**src/rtl/fht_pkg.sv**
```systemverilog
// Shared types and helpers for the FHT/FFT butterfly sequencer.
package fht_pkg;

    localparam int unsigned FHT_LW         = 4;                  // width of a log2-length field
    localparam int unsigned FHT_A_BIT_DEF  = 10;                 // default log2 of maximum point count
    localparam int unsigned FHT_MIN_LOG2N  = 2;                  // default smallest accepted log2 length
    localparam int unsigned FHT_COEF_W_DEF = FHT_A_BIT_DEF - 1;  // twiddle table holds N_MAX/2 entries

    typedef enum logic [1:0] {
        ST_IDLE  = 2'd0,
        ST_RUN   = 2'd1,
        ST_DRAIN = 2'd2,
        ST_DONE  = 2'd3
    } fht_state_e;

    // Silently clamp a requested log2 length into the supported range.
    function automatic logic [FHT_LW-1:0] clamp_log2n(input logic [FHT_LW-1:0] v,
                                                      input logic [FHT_LW-1:0] lo,
                                                      input logic [FHT_LW-1:0] hi);
        if (v < lo) return lo;
        if (v > hi) return hi;
        return v;
    endfunction

endpackage

```
**src/rtl/fht_wr_delay.sv**
```systemverilog
// Stallable DEPTH-deep delay line carrying {valid, addr_a, addr_b} from read issue to write.
module fht_wr_delay #(
    parameter int unsigned W     = 10,
    parameter int unsigned DEPTH = 3
) (
    input  logic         iCLK,
    input  logic         iRESET,
    input  logic         stall_i,
    input  logic         vld_i,
    input  logic [W-1:0] a_i,
    input  logic [W-1:0] b_i,
    output logic         vld_o,
    output logic [W-1:0] a_o,
    output logic [W-1:0] b_o
);

    logic [DEPTH-1:0] v_q;
    logic [W-1:0]     a_q [DEPTH];
    logic [W-1:0]     b_q [DEPTH];

    // Shift one stage per unstalled cycle; a stall freezes every stage.
    always_ff @(posedge iCLK or negedge iRESET) begin
        if (!iRESET) begin
            v_q <= '0;
            for (int i = 0; i < int'(DEPTH); i++) begin
                a_q[i] <= '0;
                b_q[i] <= '0;
            end
        end else if (!stall_i) begin
            v_q[0] <= vld_i;
            a_q[0] <= a_i;
            b_q[0] <= b_i;
            for (int i = 1; i < int'(DEPTH); i++) begin
                v_q[i] <= v_q[i-1];
                a_q[i] <= a_q[i-1];
                b_q[i] <= b_q[i-1];
            end
        end
    end

    assign vld_o = v_q[DEPTH-1];
    assign a_o   = a_q[DEPTH-1];
    assign b_o   = b_q[DEPTH-1];

endmodule

```
**src/rtl/fht_seq_ctrl.sv**
```systemverilog
// Radix-2 DIF butterfly sequencer: read/coef address generation, ping-pong bank
// select and delayed write-address replay. Optional macro FHT_CTRL_HALF_RATE_EN
// spreads each butterfly over two cycles (read strobe on phase 0 only).
module fht_seq_ctrl
    import fht_pkg::*;
#(
    parameter int unsigned A_BIT     = FHT_A_BIT_DEF,
    parameter int unsigned LAT       = 3,
    parameter int unsigned MIN_LOG2N = FHT_MIN_LOG2N
) (
    input  logic               iCLK,
    input  logic               iRESET,
    input  logic               iSTART,
    input  logic [3:0]         iLOG2N,
    input  logic               iSTALL,
    output logic               oRDY,
    output logic               oBUSY,
    output logic               oDONE,
    output logic [3:0]         oSTAGE,
    output logic               oST_ZERO,
    output logic               oST_LAST,
    output logic               oRD_EN,
    output logic [A_BIT-1:0]   oADDR_RD_A,
    output logic [A_BIT-1:0]   oADDR_RD_B,
    output logic [A_BIT-2:0]   oADDR_COEF,
    output logic               oSOURCE,
    output logic               oWE,
    output logic [A_BIT-1:0]   oADDR_WR_A,
    output logic [A_BIT-1:0]   oADDR_WR_B
);

    localparam int unsigned COEF_W = A_BIT - 1;
    localparam int unsigned DCW    = $clog2(LAT + 1);

    fht_state_e        state_q, state_d;
    logic [A_BIT-1:0]  b_q, b_d;
    logic [FHT_LW-1:0] s_q, s_d, l_q, l_d;
    logic [DCW-1:0]    dc_q, dc_d;
    logic              src_q, src_d;
`ifdef FHT_CTRL_HALF_RATE_EN
    logic              ph_q, ph_d;
`endif

    logic              rdy_q, rdy_d, busy_q, busy_d, done_q, done_d, rd_en_q, rd_en_d;
    logic              stz_q, stz_d, stl_q, stl_d;
    logic [A_BIT-1:0]  rd_a_q, rd_a_d, rd_b_q, rd_b_d;
    logic [COEF_W-1:0] coef_q, coef_d;

    logic [A_BIT-1:0]  last_b_c, half_c, pos_c, grp_c, ga_c, coef_full_c;
    logic [FHT_LW-1:0] sh_c;
    logic              wr_vld_c;

    assign last_b_c = (A_BIT'(1) << (l_q - FHT_LW'(1))) - A_BIT'(1);

    // Next state, counters and registered status outputs.
    always_comb begin
        state_d = state_q;
        b_d     = b_q;
        s_d     = s_q;
        l_d     = l_q;
        dc_d    = dc_q;
        src_d   = src_q;
`ifdef FHT_CTRL_HALF_RATE_EN
        ph_d    = ph_q;
`endif
        case (state_q)
            ST_IDLE: begin
                if (iSTART) begin
                    state_d = ST_RUN;
                    l_d     = clamp_log2n(iLOG2N, FHT_LW'(MIN_LOG2N), FHT_LW'(A_BIT));
                    b_d     = '0;
                    s_d     = '0;
                    src_d   = 1'b0;
`ifdef FHT_CTRL_HALF_RATE_EN
                    ph_d    = 1'b0;
`endif
                end
            end
            ST_RUN: begin
`ifdef FHT_CTRL_HALF_RATE_EN
                ph_d = ~ph_q;
                if (ph_q) begin
`endif
                    if (b_q == last_b_c) begin
                        state_d = ST_DRAIN;
                        b_d     = '0;
                        dc_d    = '0;
                    end else begin
                        b_d = b_q + A_BIT'(1);
                    end
`ifdef FHT_CTRL_HALF_RATE_EN
                end
`endif
            end
            ST_DRAIN: begin
                if (dc_q == DCW'(LAT - 1)) begin
                    dc_d = '0;
                    if (s_q == l_q - FHT_LW'(1)) begin
                        state_d = ST_DONE;
                        src_d   = l_q[0];          // bank that holds the result
                    end else begin
                        state_d = ST_RUN;
                        s_d     = s_q + FHT_LW'(1);
                        src_d   = ~src_q;
                        b_d     = '0;
                    end
                end else begin
                    dc_d = dc_q + DCW'(1);
                end
            end
            ST_DONE: begin
                state_d = ST_IDLE;
                s_d     = '0;
            end
            default: state_d = ST_IDLE;
        endcase

        rdy_d  = (state_d == ST_IDLE);
        busy_d = (state_d != ST_IDLE);
        done_d = (state_d == ST_DONE);
`ifdef FHT_CTRL_HALF_RATE_EN
        rd_en_d = (state_d == ST_RUN) && !ph_d;
`else
        rd_en_d = (state_d == ST_RUN);
`endif
        stz_d = busy_d && (s_d == '0);
        stl_d = busy_d && (s_d == l_d - FHT_LW'(1));
    end

    // DIF butterfly address arithmetic for the upcoming (b, s, L).
    always_comb begin
        sh_c        = l_d - s_d - FHT_LW'(1);
        half_c      = A_BIT'(1) << sh_c;
        pos_c       = b_d & (half_c - A_BIT'(1));
        grp_c       = b_d >> sh_c;
        ga_c        = (grp_c << (sh_c + FHT_LW'(1))) | pos_c;
        coef_full_c = (pos_c << s_d) << (FHT_LW'(A_BIT) - l_d);
    end

    // Address outputs: load in RUN, hold through DRAIN/DONE, clear in IDLE.
    always_comb begin
        rd_a_d = rd_a_q;
        rd_b_d = rd_b_q;
        coef_d = coef_q;
        if (state_d == ST_RUN) begin
            rd_a_d = ga_c;
            rd_b_d = ga_c | half_c;
            coef_d = COEF_W'(coef_full_c);
        end else if (state_d == ST_IDLE) begin
            rd_a_d = '0;
            rd_b_d = '0;
            coef_d = '0;
        end
    end

    // State and output registers; a stall freezes everything.
    always_ff @(posedge iCLK or negedge iRESET) begin
        if (!iRESET) begin
            state_q <= ST_IDLE;
            b_q     <= '0;
            s_q     <= '0;
            l_q     <= FHT_LW'(MIN_LOG2N);
            dc_q    <= '0;
            src_q   <= 1'b0;
`ifdef FHT_CTRL_HALF_RATE_EN
            ph_q    <= 1'b0;
`endif
            rdy_q   <= 1'b1;
            busy_q  <= 1'b0;
            done_q  <= 1'b0;
            rd_en_q <= 1'b0;
            stz_q   <= 1'b0;
            stl_q   <= 1'b0;
            rd_a_q  <= '0;
            rd_b_q  <= '0;
            coef_q  <= '0;
        end else if (!iSTALL) begin
            state_q <= state_d;
            b_q     <= b_d;
            s_q     <= s_d;
            l_q     <= l_d;
            dc_q    <= dc_d;
            src_q   <= src_d;
`ifdef FHT_CTRL_HALF_RATE_EN
            ph_q    <= ph_d;
`endif
            rdy_q   <= rdy_d;
            busy_q  <= busy_d;
            done_q  <= done_d;
            rd_en_q <= rd_en_d;
            stz_q   <= stz_d;
            stl_q   <= stl_d;
            rd_a_q  <= rd_a_d;
            rd_b_q  <= rd_b_d;
            coef_q  <= coef_d;
        end
    end

    fht_wr_delay #(
        .W     (A_BIT),
        .DEPTH (LAT)
    ) u_wr_delay (
        .iCLK    (iCLK),
        .iRESET  (iRESET),
        .stall_i (iSTALL),
        .vld_i   (rd_en_q),
        .a_i     (rd_a_q),
        .b_i     (rd_b_q),
        .vld_o   (wr_vld_c),
        .a_o     (oADDR_WR_A),
        .b_o     (oADDR_WR_B)
    );

    // Strobes are masked in the stalled cycle itself so a held op is not consumed twice.
    assign oRD_EN     = rd_en_q  & ~iSTALL;
    assign oWE        = wr_vld_c & ~iSTALL;
    assign oDONE      = done_q   & ~iSTALL;
    assign oRDY       = rdy_q;
    assign oBUSY      = busy_q;
    assign oSTAGE     = s_q;
    assign oST_ZERO   = stz_q;
    assign oST_LAST   = stl_q;
    assign oSOURCE    = src_q;
    assign oADDR_RD_A = rd_a_q;
    assign oADDR_RD_B = rd_b_q;
    assign oADDR_COEF = coef_q;

endmodule

```
**config.mk**
```make
export PLATFORM = sky130hd
export DESIGN_NAME = fht_seq_ctrl
export DESIGN_NICKNAME = d
export VERILOG_FILES = /design/src/rtl/fht_pkg.sv /design/src/rtl/fht_wr_delay.sv /design/src/rtl/fht_seq_ctrl.sv
export SDC_FILE = /design/constraint.sdc
export NUM_CORES = 1
export LEC_CHECK = 0
export ABC_CLOCK_PERIOD_IN_PS = 9400
export CORE_MARGIN = 2
export CORE_UTILIZATION = 60
export CTS_CLUSTER_SIZE = 8
export DETAILED_ROUTE_END_ITERATION = 16
export HOLD_SLACK_MARGIN = 0.12
export PLACE_DENSITY_LB_ADDON = 0.15
export SYNTH_ARGS = -nofsm -noshare
export SYNTH_HDL_FRONTEND = slang
export SYNTH_SLANG_ARGS = --single-unit
export TNS_END_PERCENT = 5
```
**constraint.sdc**
```tcl
create_clock -name iCLK -period 9.4 [get_ports iCLK]
set_input_delay 1.41 -clock iCLK [delete_from_list [all_inputs] [get_ports iCLK]]
set_output_delay 1.41 -clock iCLK [all_outputs]
set_load 0.03 [all_outputs]
```
# Word-level counts from Yosys, hierarchy flattened
# Index checks and enable logic that the tools add are counted.
# totals
register_bits	121
in_bits	8
out_inout_bits	61
elab_cells	112
# classes
addsub	11
n_lt_le_gt_ge	2
eq_ne	12
shift	6
mux	39
bitwise_logic	8
n_reduce_logical	12
# op_table
op	count
10-bit 2-to-1 mux	7
4-bit 2-to-1 mux	9
10-bit case mux with 3 select lines	1
10-bit OR	2
1-bit by 4-bit left shift with 10-bit output (first input constant)	2
10-bit by 4-bit left shift with 10-bit output	2
9-bit 2-to-1 mux	2
2-bit 2-to-1 mux	6
4-bit case mux with 3 select lines	1
4-bit by 1-bit subtractor with 4-bit output (second input constant)	3
10-bit by 1-bit adder with 10-bit output (second input constant)	1
10-bit bitwise AND	1
10-bit == test	1
1-bit 2-to-1 mux	10
10-bit by 4-bit left shift with 9-bit output	1
10-bit by 4-bit >> shifter with 10-bit output	1
10-bit by 1-bit subtractor with 10-bit output (second input constant)	1
10-bit by 2-bit subtractor with 10-bit output (second input constant)	1
4-bit by 1-bit adder with 4-bit output (second input constant)	2
2-bit == test (second input constant)	4
4-bit == test	2
2-bit case mux with 4 select lines	1
2-bit nonzero test	4
2-bit != test (second input constant)	3
16 further kinds	22

# Logic depth before layout (Yosys ltp)
# Gate-level depths: netlist (run 1).
# logic_depth
word_depth	19
ltp_mapped	31
mapped_depth_nobuf	26

# By module
# A second synthesis (run 1) with hierarchy kept.
# unflattened
cells_unflattened	920
hier_area_um2	8769.7
# by_module_without_submodules
module	n_inst	cells_each	area_per_inst_um2	seq_area_each_um2
fht_seq_ctrl	1	767	5977.0	1453.9
fht_wr_delay	1	153	2792.7	1576.5

# Worst setup path before layout (run 1)
# No wires, ideal clock.
# synth_path
kind	input to register
start	input iSTART
end	register coef_q[5] (netlist: oADDR_COEF[5])
setup_ps	104
t_arrival_ps	6975
t_required_ps	9296
setup_slack_ps	2321
stages	28
n_path_buf	5
path_cell_list	or3b_1 buf_2 nand2_1 nor3_1 o21ai_0 o21a_1 clkbuf_1 xnor2_1 ha_1 or2_2 o22a_1 a22o_1 and2_4 clkbuf_1 nor3_2 clkbuf_1 nand2_1 ha_1 buf_1 nor2b_1 a2bb2oi_1 nand4_1 and2_1 o41a_1 o211ai_1 a2bb2oi_1 a22oi_1 o311ai_1
# synth_between
elab_chain_cells	10
elab_cells_between_ends	21
cone_classes	4 x add/sub; 1 x eq/ne; 3 x shift; 9 x mux; 1 x bitwise; 3 x reduce/logical
# synth_rtl
item	line_no	rtl
from (decl)	fht_seq_ctrl.sv:13	input logic iSTART,
4-bit 2-to-1 mux	fht_seq_ctrl.sv:68	if (iSTART) begin
4-bit case mux with 3 select lines or 4-bit 2-to-1 mux (tied branches)	fht_seq_ctrl.sv:66	case (state_q)
4-bit subtractor	fht_seq_ctrl.sv:132	sh_c = l_d - s_d - FHT_LW'(1);
4-bit by 1-bit subtractor with 4-bit output	fht_seq_ctrl.sv:132	
1-bit by 4-bit left shift with 10-bit output	fht_seq_ctrl.sv:133	half_c = A_BIT'(1) << sh_c;
10-bit by 1-bit subtractor with 10-bit output	fht_seq_ctrl.sv:134	pos_c = b_d & (half_c - A_BIT'(1));
10-bit bitwise AND	fht_seq_ctrl.sv:134	
10-bit by 4-bit left shift with 10-bit output	fht_seq_ctrl.sv:137	coef_full_c = (pos_c << s_d) << (FHT_LW'(A_BIT) - l_d);
10-bit by 4-bit left shift with 9-bit output	fht_seq_ctrl.sv:137	
9-bit 2-to-1 mux	fht_seq_ctrl.sv:145	if (state_d == ST_RUN) begin
to (signal assigned)	fht_seq_ctrl.sv:195	coef_q <= coef_d;
to (decl)	fht_seq_ctrl.sv:47	logic [COEF_W-1:0] coef_q, coef_d;
# Several ways; a longest one is shown, not always the timed one.
# A chain may end at the register's enable or synchronous reset.

# Worst setup path after layout (run 1)
# layout_path
start	register l_q[0]
end	register coef_q[5] (netlist: oADDR_COEF[5])
# layout_between
elab_chain_cells	13
elab_cells_between_ends	31
cone_classes	6 x add/sub; 3 x eq/ne; 4 x shift; 14 x mux; 1 x bitwise; 3 x reduce/logical
# layout_rtl
item	line_no	rtl
from (decl)	fht_seq_ctrl.sv:37	logic [FHT_LW-1:0] s_q, s_d, l_q, l_d;
from (signal assigned)	fht_seq_ctrl.sv:162	l_q <= FHT_LW'(MIN_LOG2N);
from (signal assigned)	fht_seq_ctrl.sv:181	l_q <= l_d;
4-bit by 1-bit subtractor with 4-bit output	fht_seq_ctrl.sv:53, fht_seq_ctrl.sv:98	
4-bit == test	fht_seq_ctrl.sv:98	if (s_q == l_q - FHT_LW'(1)) begin
4-bit 2-to-1 mux	fht_seq_ctrl.sv:98	
4-bit 2-to-1 mux	fht_seq_ctrl.sv:96	if (dc_q == DCW'(LAT - 1)) begin
4-bit case mux with 3 select lines	fht_seq_ctrl.sv:66	
4-bit subtractor	fht_seq_ctrl.sv:132	
4-bit by 1-bit subtractor with 4-bit output	fht_seq_ctrl.sv:132	
1-bit by 4-bit left shift with 10-bit output	fht_seq_ctrl.sv:133	
10-bit by 1-bit subtractor with 10-bit output	fht_seq_ctrl.sv:134	
10-bit bitwise AND	fht_seq_ctrl.sv:134	
10-bit by 4-bit left shift with 10-bit output	fht_seq_ctrl.sv:137	
10-bit by 4-bit left shift with 9-bit output	fht_seq_ctrl.sv:137	
9-bit 2-to-1 mux	fht_seq_ctrl.sv:145	
# Several ways; a longest one is shown, not always the timed one.

==> run_results.csv, run 1 <==
group,metric,value,unit
status,status,"finished, final reports clean",
setup_path,timing.rr.end,"oADDR_COEF[5]",
sta,grt_setup_unrepaired,"false",
detailed_routing,routed_wl,22500,um
min_path,min_from,"rd_en_q",
setup_path,max_stage_delay,0.72,ns
synthesis,synth-seq-area-share,0.356,
setup_path,path_class,"flip-flop to flip-flop",
synthesis,synth_edf_count,0,
placement,dp_hpwl,16100,um
floorplan,rows,43,
setup_path,crit_path_end_kind,"flip-flop",
sta,slew_violations,0,
synthesis,synthTopCellsByArea,"dfrtp_1, mux2_2, nand2_1",
final_layout,stdcell_area,9640,um^2
sta,fin_crit_sh,0.822,
clock_tree,cts_num_sinks,121,
setup_path,arrival,8.05,ns
placement,placed_area,9040,um^2
global_routing,grt-ovfl-total,0,
floorplan,fp.dieH,123,um
sta,min_period,7.73,ns
setup_path,r2r_cells,27,
final_layout,layout_common_cells,"dfrtp_1, nand2_1, nor2_1",
synthesis,synthFlopType,"dfrtp_1",
clock_tree,cts_root_buf,"clkbuf_16",
sta,skew,0.00925,ns
sta,timing.fmax,129,MHz
sta,fin_tns_setup,0,ns
detailed_routing,viasPerCell,6.60,
clock_tree,cts_tree,"yes",
floorplan,io_pins,69,
sta,setup_viol,0,
floorplan,die_area,15200,um^2
setup_path,regToRegSetupSlack,1.67,ns
synthesis,syn_nets,976,
global_routing,track_usage,0.308,
floorplan,start_util,0.614,
synthesis,yosysTopAreaCell,"dfrtp_1",
min_path,hp-class,"flip-flop to flip-flop",
setup_path,cp_top_family,"compound AO/OA/AOI/OAI gates",
synthesis,synth_top_area_frac,0.349,
clock_tree,cts_hold_buf,0,
setup_path,crit_path_start_kind,"flip-flop",
placement,routabilityCongestion,1.04,
min_path,hold_end,"rd_en_q",
floorplan,die_x,123,um
synthesis,synth_async_sr_flop_share,1.00,
global_routing,grt_pass1_wl,36500,um
synthesis,syn_inst,954,
clock_tree,numCtsBuffers,17,
detailed_routing,avgRoutedWirePerCell,19.5,um
sta,finalHoldViolCount,0,
detailed_routing,ant_nets,0,
min_path,min_path_cells,2,
global_routing,antenna_found_initial,0,
detailed_routing,dr.pass1.iters,5,
setup_path,path_common_cell,"ha_1",
detailed_routing,drc,0,
setup_path,rr_startpoint,"l_q[0]",
setup_path,worst-path-buf-inv,3,
clock_tree,ctsResizeCount,0,
setup_path,cp.required,9.72,ns
setup_path,crit_slowest_cell,"nor3_2",
floorplan,core,13900,um^2
final_layout,drive_gt1_frac,0.145,
flow_run,drv_cap,0,
final_layout,area_growth,13.2,%
final_layout,antenna_cells,0,
placement,numPortBuffers,68,
global_routing,grt_max_degree,73,
sta,slew_headroom,0.361,
clock_tree,clk_latency,0.42,ns
sta,worst_pin_slew,0.954,ns
synthesis,syn-cell-area,8520,um^2
clock_tree,htreeDepth,4,
synthesis,synth.ff_latch_count,121,
clock_tree,path_clk_slew,0.06,ns
detailed_routing,drtIter0Drc,711,
synthesis,syn_area_per_cell,8.93,um^2
clock_tree,cts_setup_buffers,0,
final_layout,layout_commonest_cell,"dfrtp_1",
synthesis,yosys_warnings,0,
detailed_routing,vias,7627,
global_routing,grt_pass1_vias,7042,
synthesis,synthDistinctLibCells,91,
clock_tree,clk_path_buf_depth,2,
setup_path,critPathMaxFanout,13,
final_layout,layout.nets,985,
==> cell families after synthesis <==
| group | share of synthesized area |
|---|---|
| compound gates | 0.232 |
| xor+xnor | 0.0407 |
| fa+ha+maj | 0.0206 |
| buf+inv | 0.0621 |
| flops | 0.356 |
| mux | 0.110 |
| simple gates | 0.180 |
==> per-stage QoR <==
stage | worst slack [ns] | cells | util | hold WS, ns
6_report | 1.67 | 1156 | 0.695 | 0.472
5_1_grt | 1.05 | 1156 | 0.695 | 0.499
4_1_cts | 1.75 | 1156 | 0.695 | 0.478
3_5_place_dp | 1.39 | 1124 | 0.652 | 0.464
3_3_place_gp | 1.59 | 1124 | 0.652 | 0.450
2_1_floorplan | 2.32 | 954 | - | 0.439
==> worst max path at each step <==
stage                         end  cells after the start   start  slack [ns]
detailed placement  oADDR_COEF[5]                     24  iSTART        1.39
global route        oADDR_COEF[5]                     27  l_q[0]        1.05
floorplan           oADDR_COEF[5]                     28  iSTART        2.32
global placement    oADDR_COEF[5]                     24  iSTART        1.59
finish              oADDR_COEF[5]                     27  l_q[0]        1.67
CTS                 oADDR_COEF[5]                     27  l_q[0]        1.75
==> metal layers <==
layer	track usage	share of wire	wire (um)	vias up
met5	0	0	0	-
met4	0.121	0.027	598	0
met3	0.0494	0.073	1650	66
met2	0.472	0.46	10300	355
met1	0.439	0.44	9980	3674
li1	-	-	-	3532
==> sequential cells by signal (all words and copies together) (netlist names), 2 cells and up <==
name / cells
oADDR_RD_A: 10
l_q: 4
oADDR_RD_B: 10
b_q: 10
u_wr_delay.b_o: 10
u_wr_delay.b_q: 20
u_wr_delay.a_q: 20
state_q: 2
oADDR_COEF: 9
oSTAGE: 4
u_wr_delay.v_q: 3
u_wr_delay.a_o: 10
dc_q: 2
==> cell usage after synthesis (6+ instances only) <==
library cell / number
mux2i_1: 10
a221oi_1: 6
a22o_1: 9
nor2b_1: 11
buf_4: 21
a211oi_1: 14
nand3_1: 30
ha_1: 14
a21oi_1: 42
a31oi_1: 13
a21o_1: 9
o31a_1: 7
dfrtp_1: 119
nand2_1: 100
xor2_1: 10
and2_1: 11
o21ai_1: 8
o21ai_0: 42
mux2_2: 72
inv_1: 25
o21a_1: 7
clkbuf_1: 48
and3_1: 13
nor2_1: 73
xnor2_1: 27
nand2b_1: 10
nand4_1: 7
o22ai_1: 12
o31ai_1: 8
buf_2: 12
a22oi_1: 10
o211ai_1: 14
nor3_1: 19
==> area by class of cell <==
type	count	area [um^2]
fillers	1115	4240
multi-input cells	721	4960
repair buffers	74	721
clock buffers	18	439
inverters	28	105
clock inverters	14	161
flip-flops and latches	121	3030
well taps	180	225
==> tightest hold or removal path, delay by kind of cell (launching register included) <==
kind             cells  cell delay [ns]
and+or+nand+nor      2             0.10
DFF                  1             0.33
Power of run 1 is not shown: default switching activity piles up to over one toggle a cycle in this logic, so the estimate is an artifact.
==> run 2: changes to the inputs <==
ABC_CLOCK_PERIOD_IN_PS = 6200   (was 9400)
CORE_UTILIZATION = 54   (was 60)
clock period = 6.2 ns   (was 9.4 ns; I/O delays follow)
==> run_results.csv, run 2 (synthesized netlist as in run 1, its figures left out) <==
group,metric,value,unit
status,status,"finished, final reports clean",
clock_tree,numCtsBuffers,17,
placement,dp_hpwl,17700,um
clock_tree,cts_hold_buf,0,
sta,slew_violations,0,
final_layout,layout_common_cells,"dfrtp_1, nand2_1, buf_4",
detailed_routing,avgRoutedWirePerCell,19.3,um
sta,skew,0.00988,ns
setup_path,crit_path_end_kind,"flip-flop",
clock_tree,htreeDepth,4,
final_layout,antenna_cells,0,
clock_tree,cts_tree,"yes",
detailed_routing,drc,0,
sta,min_period,5.85,ns
global_routing,antenna_found_initial,0,
floorplan,start_util,0.556,
clock_tree,cts_num_sinks,121,
clock_tree,clk_latency,0.43,ns
sta,fin_crit_sh,0.944,
floorplan,core,15300,um^2
final_layout,drive_gt1_frac,0.221,
global_routing,track_usage,0.297,
global_routing,grt_max_degree,77,
floorplan,io_pins,69,
sta,timing.final.ws_setup,0.347,ns
placement,numPortBuffers,68,
setup_path,arrival,6.16,ns
setup_path,crit_path_start_kind,"flip-flop",
final_layout,layout.nets,1059,
setup_path,critPathMaxFanout,7,
min_path,hp-class,"flip-flop to flip-flop",
sta,worst_pin_slew,0.923,ns
setup_path,worstPathCellList,"inv_1 > ha_1 > or4_1 > and2_1 > nor2_1 > nand2_1 > ha_1 > xor2_1 > or4b_2 > a2111oi_1 > a311oi_1 > a221oi_2 > nand3_2 > buf_4 > o211ai_1 > nand2_1 > o221ai_1 > o32ai_2 > buf_4 > o21ai_0 > a211oi_1 > nor3_1 > nor2_1",
final_layout,layout_commonest_cell,"dfrtp_1",
detailed_routing,routed_wl,24300,um
final_layout,final_cells,1261,
placement,placed_area,9680,um^2
global_routing,grt-ovfl-total,0,
setup_path,max_stage_delay,0.65,ns
floorplan,die_x,130,um
sta,slew_headroom,0.385,
setup_path,path_class,"flip-flop to flip-flop",
placement,routabilityCongestion,0.973,
detailed_routing,drtIter0Drc,628,
detailed_routing,vias,7979,
detailed_routing,viasPerCell,6.33,
clock_tree,clk_path_buf_depth,2,
sta,setup_viol,0,
global_routing,grt_pass1_vias,7567,
floorplan,fp.dieH,130,um
floorplan,rows,45,
sta,timing.fmax,171,MHz
floorplan,die_area,16800,um^2
detailed_routing,dr.pass1.iters,7,
final_layout,reg_top3,"u_wr_delay.a_q (20), u_wr_delay.b_q (20)",
clock_tree,cts_root_buf,"clkbuf_16",
clock_tree,path_clk_slew,0.07,ns
placement,placed_cells,1229,
final_layout,area_growth,21.2,%
clock_tree,cts_setup_buffers,0,
global_routing,grt_pass1_wl,39300,um
flow_run,drv_cap,0,
setup_path,cp.required,6.50,ns
final_layout,utilization,0.675,
placement,place_ws,0.105,ns
sta,finalHoldViolCount,0,
detailed_routing,ant_nets,0,
setup_path,crit_slowest_cell,"or4b_2",
final_layout,stdcell_area,10300,um^2
-- run 2: critical path, delay by kind of cell, from the launching register on --
family	cells	cell delay, ns
adder cells (fa/ha/maj)	2	0.44
AND/OR/NAND/NOR	9	2.36
flip-flops	1	0.53
XOR/XNOR	1	0.15
AO/OA/AOI/OAI	8	1.80
buffers and inverters	3	0.43
-- run 2: metal layers --
metal  global-route usage  wire (um)  vias to the layer above
li1                     -          -                     3688
met1                0.401      10600                     3909
met2                0.484      11400                      323
met3               0.0508       1630                       59
met4                0.102        653                        0
met5                    0          0                        -
-- run 2: per-stage QoR --
stage,hold slack (ns),TNS (ns)
floorplan,0.439,0
global placement,0.455,0
detailed placement,0.458,0
CTS,0.469,0
global route,0.497,-0.0259
finish,0.468,0
-- run 2: final timing paths --
| kind | from | endpoint | slack [ns] | cells past startpoint |
|---|---|---|---|---|
| max | l_q[1] | oADDR_RD_A[8] | 0.35 | 23 |
| min | oRDY | oRDY | 0.47 | 2 |
| max reg2reg | l_q[1] | oADDR_RD_A[8] | 0.35 | 23 |
| min reg2reg | oRDY | oRDY | 0.47 | 2 |
| max in group asynchronous | iRESET | oADDR_COEF[4] | 4.32 | 2 |
| min in group asynchronous | iRESET | b_q[4] | 0.51 | 1 |
-- run 2: what timing repair did --
item | CTS | global route
endpoints found under the setup margin | 0 | 20
gates resized for setup | 0 | 14
endpoints found under the hold margin | 0 | 0
-- run 2: layout make-up --
type                    count  area [um^2]
clock buffers              17          425
clock inverters            15          154
fillers                  1290         4980
inverters                  28          106
multi-input cells         721         5060
flip-flops and latches    121         3030
well taps                 211          264
repair buffers            148         1290
Power of run 2 is left out for the same reason.
